--- src/rtl/scan_pkg.sv ---
// Shared types and helpers for the scan sequencer.
// Holds the FSM state enum, the channel count and the wrap-around picker function.
package scan_pkg;

    localparam int NCH = 4;

    typedef enum logic [1:0] {
        IDLE  = 2'd0,
        BLANK = 2'd1,
        DWELL = 2'd2
    } state_t;

    typedef struct packed {
        logic [1:0] idx;   // chosen channel
        logic       wrap;  // chosen index <= current index
    } pick_t;

    // Next set mask bit strictly after cur, wrapping mod NCH. With cur=NCH-1 this
    // degenerates into a lowest-set-bit search. An empty mask returns cur, no wrap.
    function automatic pick_t next_chan(input logic [NCH-1:0] mask, input logic [1:0] cur);
        pick_t      r;
        logic [1:0] c;
        r.idx  = cur;
        r.wrap = 1'b0;
        // Walk farthest-first so the nearest hit after cur is the final writer.
        for (int k = NCH; k >= 1; k--) begin
            c = cur + 2'(k);
            if (mask[c]) begin
                r.idx  = c;
                r.wrap = (c <= cur);
            end
        end
        return r;
    endfunction

endpackage

--- src/rtl/scan_next_pick.sv ---
// Combinational wrap-around priority picker: next enabled channel after cur.
// Shared by the first pick out of IDLE (cur=3) and the end-of-dwell pick.
module scan_next_pick
    import scan_pkg::*;
(
    input  logic [NCH-1:0] mask,
    input  logic [1:0]     cur,
    output logic [1:0]     nxt,
    output logic           wrap
);

    pick_t pick;

    // Pure function of mask and cur; no state.
    always_comb begin
        pick = next_chan(mask, cur);
    end

    assign nxt  = pick.idx;
    assign wrap = pick.wrap;

endmodule

--- src/rtl/scan_sequencer.sv ---
// Scan sequencer: steps a 2-bit channel code through the enabled channels of a
// mask with break-before-make blanking, for driving a 2-to-4 line decoder.
// Optional macro SCAN_FRAME_CNT_EN adds an 8-bit frame counter output.
module scan_sequencer
    import scan_pkg::*;
#(
    parameter int DWELL_W   = 8,
    parameter int BLANK_CYC = 2
) (
    input  logic               clk,
    input  logic               rst_n,
    input  logic               en,
    input  logic [NCH-1:0]     mask,
    input  logic [DWELL_W-1:0] dwell,
    output logic [1:0]         sel,
    output logic               sel_vld,
    output logic               frame_done,
    output logic               busy
`ifdef SCAN_FRAME_CNT_EN
    ,
    output logic [7:0]         frame_cnt
`endif
);

    localparam int BLANK_W  = (BLANK_CYC > 1) ? $clog2(BLANK_CYC) : 1;
    localparam int CNT_W    = (DWELL_W > BLANK_W) ? DWELL_W : BLANK_W;
    localparam bit NO_BLANK = (BLANK_CYC == 0);

    state_t           state, state_nxt;
    logic [CNT_W-1:0] cnt, cnt_nxt;
    logic [1:0]       sel_nxt;
    logic             vld_nxt, fd_nxt, busy_nxt;

    logic [1:0]       pick_cur, pick_idx;
    logic             pick_wrap;
    logic             run_ok;
    logic [CNT_W-1:0] dwell_load, blank_load;
    state_t           entry_state;
    logic [CNT_W-1:0] entry_cnt;
    logic             entry_vld;

    // In IDLE, cur=3 turns the "strictly after" search into a lowest-bit search.
    assign pick_cur = (state == IDLE) ? 2'(NCH - 1) : sel;

    scan_next_pick u_pick (
        .mask (mask),
        .cur  (pick_cur),
        .nxt  (pick_idx),
        .wrap (pick_wrap)
    );

    assign run_ok     = en && (mask != '0);
    // Counters hold "cycles remaining minus one"; dwell=0 behaves as dwell=1.
    assign dwell_load = (dwell == '0) ? '0 : CNT_W'(dwell - 1'b1);
    assign blank_load = CNT_W'(BLANK_CYC - 1);

    // Where a freshly picked channel starts: blanking, or straight into dwell.
    assign entry_state = NO_BLANK ? DWELL : BLANK;
    assign entry_cnt   = NO_BLANK ? dwell_load : blank_load;
    assign entry_vld   = NO_BLANK;

    // Next-state and next-output decode.
    always_comb begin
        // NOTE: every variable gets a default before the case so no path leaves
        // one unassigned, which would otherwise infer a latch.
        state_nxt = state;
        cnt_nxt   = cnt;
        sel_nxt   = sel;
        vld_nxt   = sel_vld;
        fd_nxt    = 1'b0;
        busy_nxt  = busy;
        case (state)
            IDLE: begin
                if (run_ok) begin
                    sel_nxt   = pick_idx;
                    busy_nxt  = 1'b1;
                    state_nxt = entry_state;
                    cnt_nxt   = entry_cnt;
                    vld_nxt   = entry_vld;
                end
            end
            BLANK: begin
                if (cnt == '0) begin
                    state_nxt = DWELL;
                    cnt_nxt   = dwell_load;
                    vld_nxt   = 1'b1;
                end else begin
                    cnt_nxt = cnt - 1'b1;
                end
            end
            DWELL: begin
                if (cnt == '0) begin
                    // Last dwell cycle: en/mask are only looked at here.
                    fd_nxt = pick_wrap;
                    if (!run_ok) begin
                        state_nxt = IDLE;
                        vld_nxt   = 1'b0;
                        busy_nxt  = 1'b0;
                    end else begin
                        sel_nxt   = pick_idx;
                        state_nxt = entry_state;
                        cnt_nxt   = entry_cnt;
                        vld_nxt   = entry_vld;
                    end
                end else begin
                    cnt_nxt = cnt - 1'b1;
                end
            end
            default: begin
                state_nxt = IDLE;
                vld_nxt   = 1'b0;
                busy_nxt  = 1'b0;
            end
        endcase
    end

    // State register and registered outputs.
    always_ff @(posedge clk or negedge rst_n) begin
        if (!rst_n) begin
            state      <= IDLE;
            cnt        <= '0;
            sel        <= '0;
            sel_vld    <= 1'b0;
            frame_done <= 1'b0;
            busy       <= 1'b0;
        end else begin
            // NOTE: non-blocking so every flop samples pre-edge values together.
            state      <= state_nxt;
            cnt        <= cnt_nxt;
            sel        <= sel_nxt;
            sel_vld    <= vld_nxt;
            frame_done <= fd_nxt;
            busy       <= busy_nxt;
        end
    end

`ifdef SCAN_FRAME_CNT_EN
    // Frame counter steps in the same cycle frame_done is presented.
    always_ff @(posedge clk or negedge rst_n) begin
        if (!rst_n) begin
            frame_cnt <= 8'd0;
        end else if (fd_nxt) begin
            frame_cnt <= frame_cnt + 8'd1;
        end
    end
`endif

endmodule
--- config.mk ---
export PLATFORM = sky130hd
export DESIGN_NAME = scan_sequencer
export DESIGN_NICKNAME = d
export VERILOG_FILES = /design/src/rtl/scan_pkg.sv /design/src/rtl/scan_next_pick.sv /design/src/rtl/scan_sequencer.sv
export SDC_FILE = /design/constraint.sdc
export NUM_CORES = 1
export LEC_CHECK = 0
export CAP_MARGIN = 20
export CORE_MARGIN = 3
export CORE_UTILIZATION = 40
export DETAILED_ROUTE_END_ITERATION = 7
export SLEW_MARGIN = 15
export SYNTH_ARGS = -nofsm -noshare
export SYNTH_HDL_FRONTEND = slang
export SYNTH_SLANG_ARGS = --single-unit
--- constraint.sdc ---
create_clock -name clk -period 5.1 [get_ports clk]
set_input_delay 1.02 -clock clk [delete_from_list [all_inputs] [get_ports clk]]
set_output_delay 1.02 -clock clk [all_outputs]
set_load 0.01 [all_outputs]
; ---- After elaboration in Yosys (flattened, before gate mapping)
; Index checks and enable logic that the tools add are counted.
[totals]
register_bits = 15
input_bits = 15
[classes]
add_sub_neg = 5
n_lt_le_gt_ge = 8
n_eq_ne = 6
muxes = 36
bitwise_logic = 1
n_reduce_logical = 10
[op_table]
columns = operator, n
row1 = 2-to-1 mux 8 bit, 4
row2 = one-hot mux 8 bit (3 select lines), 1
row3 = zero test 8 bit, 2
row4 = "subtractor 8 x 1 -> 8 bit, second input constant", 2
row5 = 2-to-1 mux 1 bit, 14
row6 = "< comparator 2 x 3 -> 1 bit, second input constant", 4
row7 = 2-to-1 mux 2 bit, 6
row8 = 2-to-1 mux 3 bit, 3
row9 = binary-select mux 1 bit (select 2 bit), 4
row10 = <= comparator 2 bit, 4
row11 = "!= test 2 bit, second input constant", 4
row12 = one-hot mux 1 bit (3 select lines), 2
row13 = one-hot mux 2 bit (3 select lines), 1
row14 = "adder 2 bit, second input constant", 2
row15 = one-hot mux 2 bit (2 select lines), 1
row16 = AND reduction 4 bit, 1
row17 = nonzero test 4 bit, 1
row18 = AND reduction 3 bit, 1
row19 = nonzero test 3 bit, 1
row20 = "adder 2 x 1 -> 2 bit, second input constant", 1
row21 = "equality test 2 x 1 -> 1 bit, second input constant", 1
row22 = "equality test 2 bit, second input constant", 1
row23 = zero test 2 bit, 1
row24 = AND reduction 2 bit, 1
row25 = 3 further kinds, 3

; ---- Logic depth before layout (Yosys ltp)
[depth]
ltp_word = 11
ltp_mapped = 10
mapped_depth_nobuf = 9

; ---- Cells and area by module
; A second synthesis with hierarchy kept.
[unflattened]
hier_cells = 154
area_unflattened_um2 = 1403.8
[modules_own_cells]
columns = mod, n_inst, cells_each, area_each_um2
row1 = scan_sequencer, 1, 125, 1151.1
row2 = scan_next_pick, 1, 29, 252.7

; ---- Worst setup path after synthesis
; Ideal clock, no wire load.
[synth_timing]
path_kind = reg2reg
from = register, netlist name sel_vld
to = register sel[0]
setup_ns = 0.065
arrival_time_ns = 2.620
required_ns = 5.035
slack_ns = 2.415
stages_incl_launch_ff = 11
path_buffers = 1
synth_period_minus_slack_ns = 2.685
path_cell_list = dfrtp_1 -> inv_1 -> ha_1 -> buf_6 -> nor2_4 -> inv_1 -> ha_1 -> mux4_2 -> or4_1 -> a31oi_1 -> o22a_1
[synth_rtl]
columns = element, line
row1 = end signal: assignment, scan_sequencer.sv:130  ; sel <= sel_nxt;
row2 = end: declaration, scan_sequencer.sv:15  ; output logic [1:0] sel,

==> impl_metrics.yaml <==
run_status:
  outcome: "finished, final reports clean"
clocking:
  ctsHoldBuffers: 0
  cts_tree: "done"
  cts_root_buffer: "clkbuf_4"
  clkTransAtPathRegs_ns: 0.09
  post_cts_buffers: 0
  numCtsBuffers: 3
  post_cts_resized: 0
  clk_latency_ns: 0.28
  htree_levels: 1
  cts.sinks: 14
  clock_path_buffers: 2
critical_path:
  cp_data_arrival_time_ns: 3.28
  cp_data_required_time_ns: 5.32
  endpoint: "sel[0]$_DFFE_PN0P_"
  setup.worst_path.class: "flop to flop"
  timing.critical_path.from_type: "flop"
  critPathCaptureType: "flop"
  rr_endpoint: "sel[0]$_DFFE_PN0P_"
  rrSetupSlack_ns: 2.04
  rr_startpoint: "sel_vld$_DFFE_PN0P_"
  critical_path.max_fanout: 17
  rr_worst_depth: 9
  cp-startpoint: "sel_vld$_DFFE_PN0P_"
floorplan:
  io_pins: 20
  fp.dieArea_um2: 4332
  rows: 21
  die-height_um: 65.82
  start_util_pct: 42.23
  design.core.area_um2: 3390
  chipWidth_um: 65.82
detailed_routing:
  wl_um: 3562
  firstDrtPassIters: 4
  drc: 0
  num_vias: 1421
  wire_per_inst_um: 15.22
  drt_iter0_drc: 113
  antenna_left: 0
  viasPerCell: 6.073
sta:
  rsz0062_at_grt: "false"
  fin_worst_skew_ns: 0.005431
  relSlewSlack_pct: 51.71
  fmax_mhz: 326.4
  drv_slew: 0
  tns_ns: 0
  hold_slack_ns: 0.5486
  fin_crit_sh_pct: 60.07
  worst_pin_slew_ns: 0.7229
  setup_viol_count_final: 0
  hold_viol: 0
  finalCriticalPeriod_ns: 3.063
grt:
  antenna_found_initial: 0
  grt_pass1_wl_um: 5940
  overflow: 0
  grt_usage_pct: 17.16
  grt_pass1_vias: 1288
  grt_max_degree: 18
finish:
  final_area_um2: 1674
  syn2layout_area_growth_pct: 16.96
  fin_nets: 215
  final_cell_mix: "19 x clkdlybuf4s50_1, 14 x nor2_1, 14 x inv_1, 14 x dfrtp_1, 13 x a21oi_1"
  nFillCells: 332
  drive_gt1_share_pct: 7.447
  final_common_cell: "clkdlybuf4s50_1"
  n_antenna_cell: 0
synth:
  synth_top_area_cell: "dfrtp_1"
  yosysSeqAreaShare_pct: 24.48
  yosys_most_used_dff: "dfrtp_1"
  syn_nets: 196
  synth.avg_cell_area_um2: 8.371
  synth_edf_count: 0
  ys_top_cells_by_area: "dfrtp_1 24%, ha_1 8.7%, mux4_2 4.7%"
  postSynthCellCount: 171
  ys_types: 52
  yosys_warnings: 0
  netlist_area_um2: 1431
  async_flop_share_pct: 100.0
  ys_ff_latch: 14
  netlist.area_leader.share_pct: 24.48
hold_path:
  holdCritPathClass: "flop to flop"
place:
  hpwl_um: 2710
  gp_congestion: 0.9064
  placed_cell_area_um2: 1644
  io_buffers: 19
power_and_ir_drop:
  p_per_area_nw_per_um2: 566.0
  ir_drop_v: 0.0001861
  leakage_uw: 0.0006633
job:
  max-cap-violations: 0
==> metrics by stage <==
| stage | setup WS, ns | util, % | std cells | total power [µW] |
|---|---|---|---|---|
| global route | 1.865 | 49.39 | 234 | 1031 |
| detailed placement | 1.919 | 48.50 | 231 | 873.6 |
| finish | 2.037 | 49.39 | 234 | 947.6 |
| global placement | 1.999 | 48.50 | 231 | 856.4 |
| CTS | 2.036 | 49.17 | 234 | 940.9 |
| floorplan | 2.415 | - | 171 | 715.5 |
==> report_power, final <==
group          total, µW  internal, µW  switching [µW]
registers            198           148            50.0
clock network       64.9          27.3            37.5
logic                685           295             389
==> synth_stat cells, types with 3 or more instances <==
cell and count:
dfrtp_1 14, inv_1 14, nor2_1 14, a21oi_1 13, nand2_1 11, ha_1 10
o21ai_0 9, o21ai_1 7, nor3_1 5, o211ai_1 5, nand2b_1 4, xnor2_1 4
a22o_1 3, mux4_2 3, nand3_1 3
==> worst max-delay path: stages (launching register included) <==
cell and delay (ns):
dfrtp_1 0.43, inv_1 0.09, ha_1 0.42, nor2_4 0.32, inv_1 0.07, ha_1 0.41
mux4_2 0.40, or4_1 0.51, a31oi_1 0.20, o22a_1 0.15
==> kinds of logic after synthesis <==
family	Yosys count	synth area share, %
buffers and inverters	20	6.381
and+or+nand+nor	52	18.88
AOI/OAI and AO/OA	65	32.26
muxes	5	6.206
DFF	14	24.48
adders and majority gates	10	8.741
xor gates and xnor gates	5	3.059
==> per-layer routing <==
metal | vias up | global-route usage (%) | share of wire [%]
met2 | 43 | 28.79 | 47
met3 | 4 | 1.361 | 4.4
li1 | 685 | - | -
met5 | - | 0 | 0
met1 | 689 | 23.63 | 48
met4 | 0 | 4.404 | 0.76
==> registers in the layout, summed over array words and instances (netlist names) <==
register / flops
cnt: 8
state: 1
frame_done: 1
busy: 1
sel_vld: 1
sel: 2
==> final cells by class <==
class	instances	area, µm²	share of cell area, %
Sequential cell	14	350.3	20.93
Timing Repair Buffer	19	190.2	11.36
Multi-Input combinational cell	137	997.2	59.57
Tap cell	46	57.56	3.438
Inverter	15	56.30	3.363
Clock buffer	3	22.52	1.345
==> how the worst min path moves through the flow <==
stage                              start                    to  slack (ns)  cells after the start
global placement        busy$_DFFE_PN0P_      busy$_DFFE_PN0P_        0.51                      2
CTS                     busy$_DFFE_PN0P_      busy$_DFFE_PN0P_        0.56                      2
global route            busy$_DFFE_PN0P_      busy$_DFFE_PN0P_        0.58                      2
floorplan           state[0]$_DFFE_PN0P_  state[0]$_DFFE_PN0P_        0.49                      2
detailed placement      busy$_DFFE_PN0P_      busy$_DFFE_PN0P_        0.53                      2
finish                  busy$_DFFE_PN0P_      busy$_DFFE_PN0P_        0.55                      2
Power figures use the tool's default switching activity.
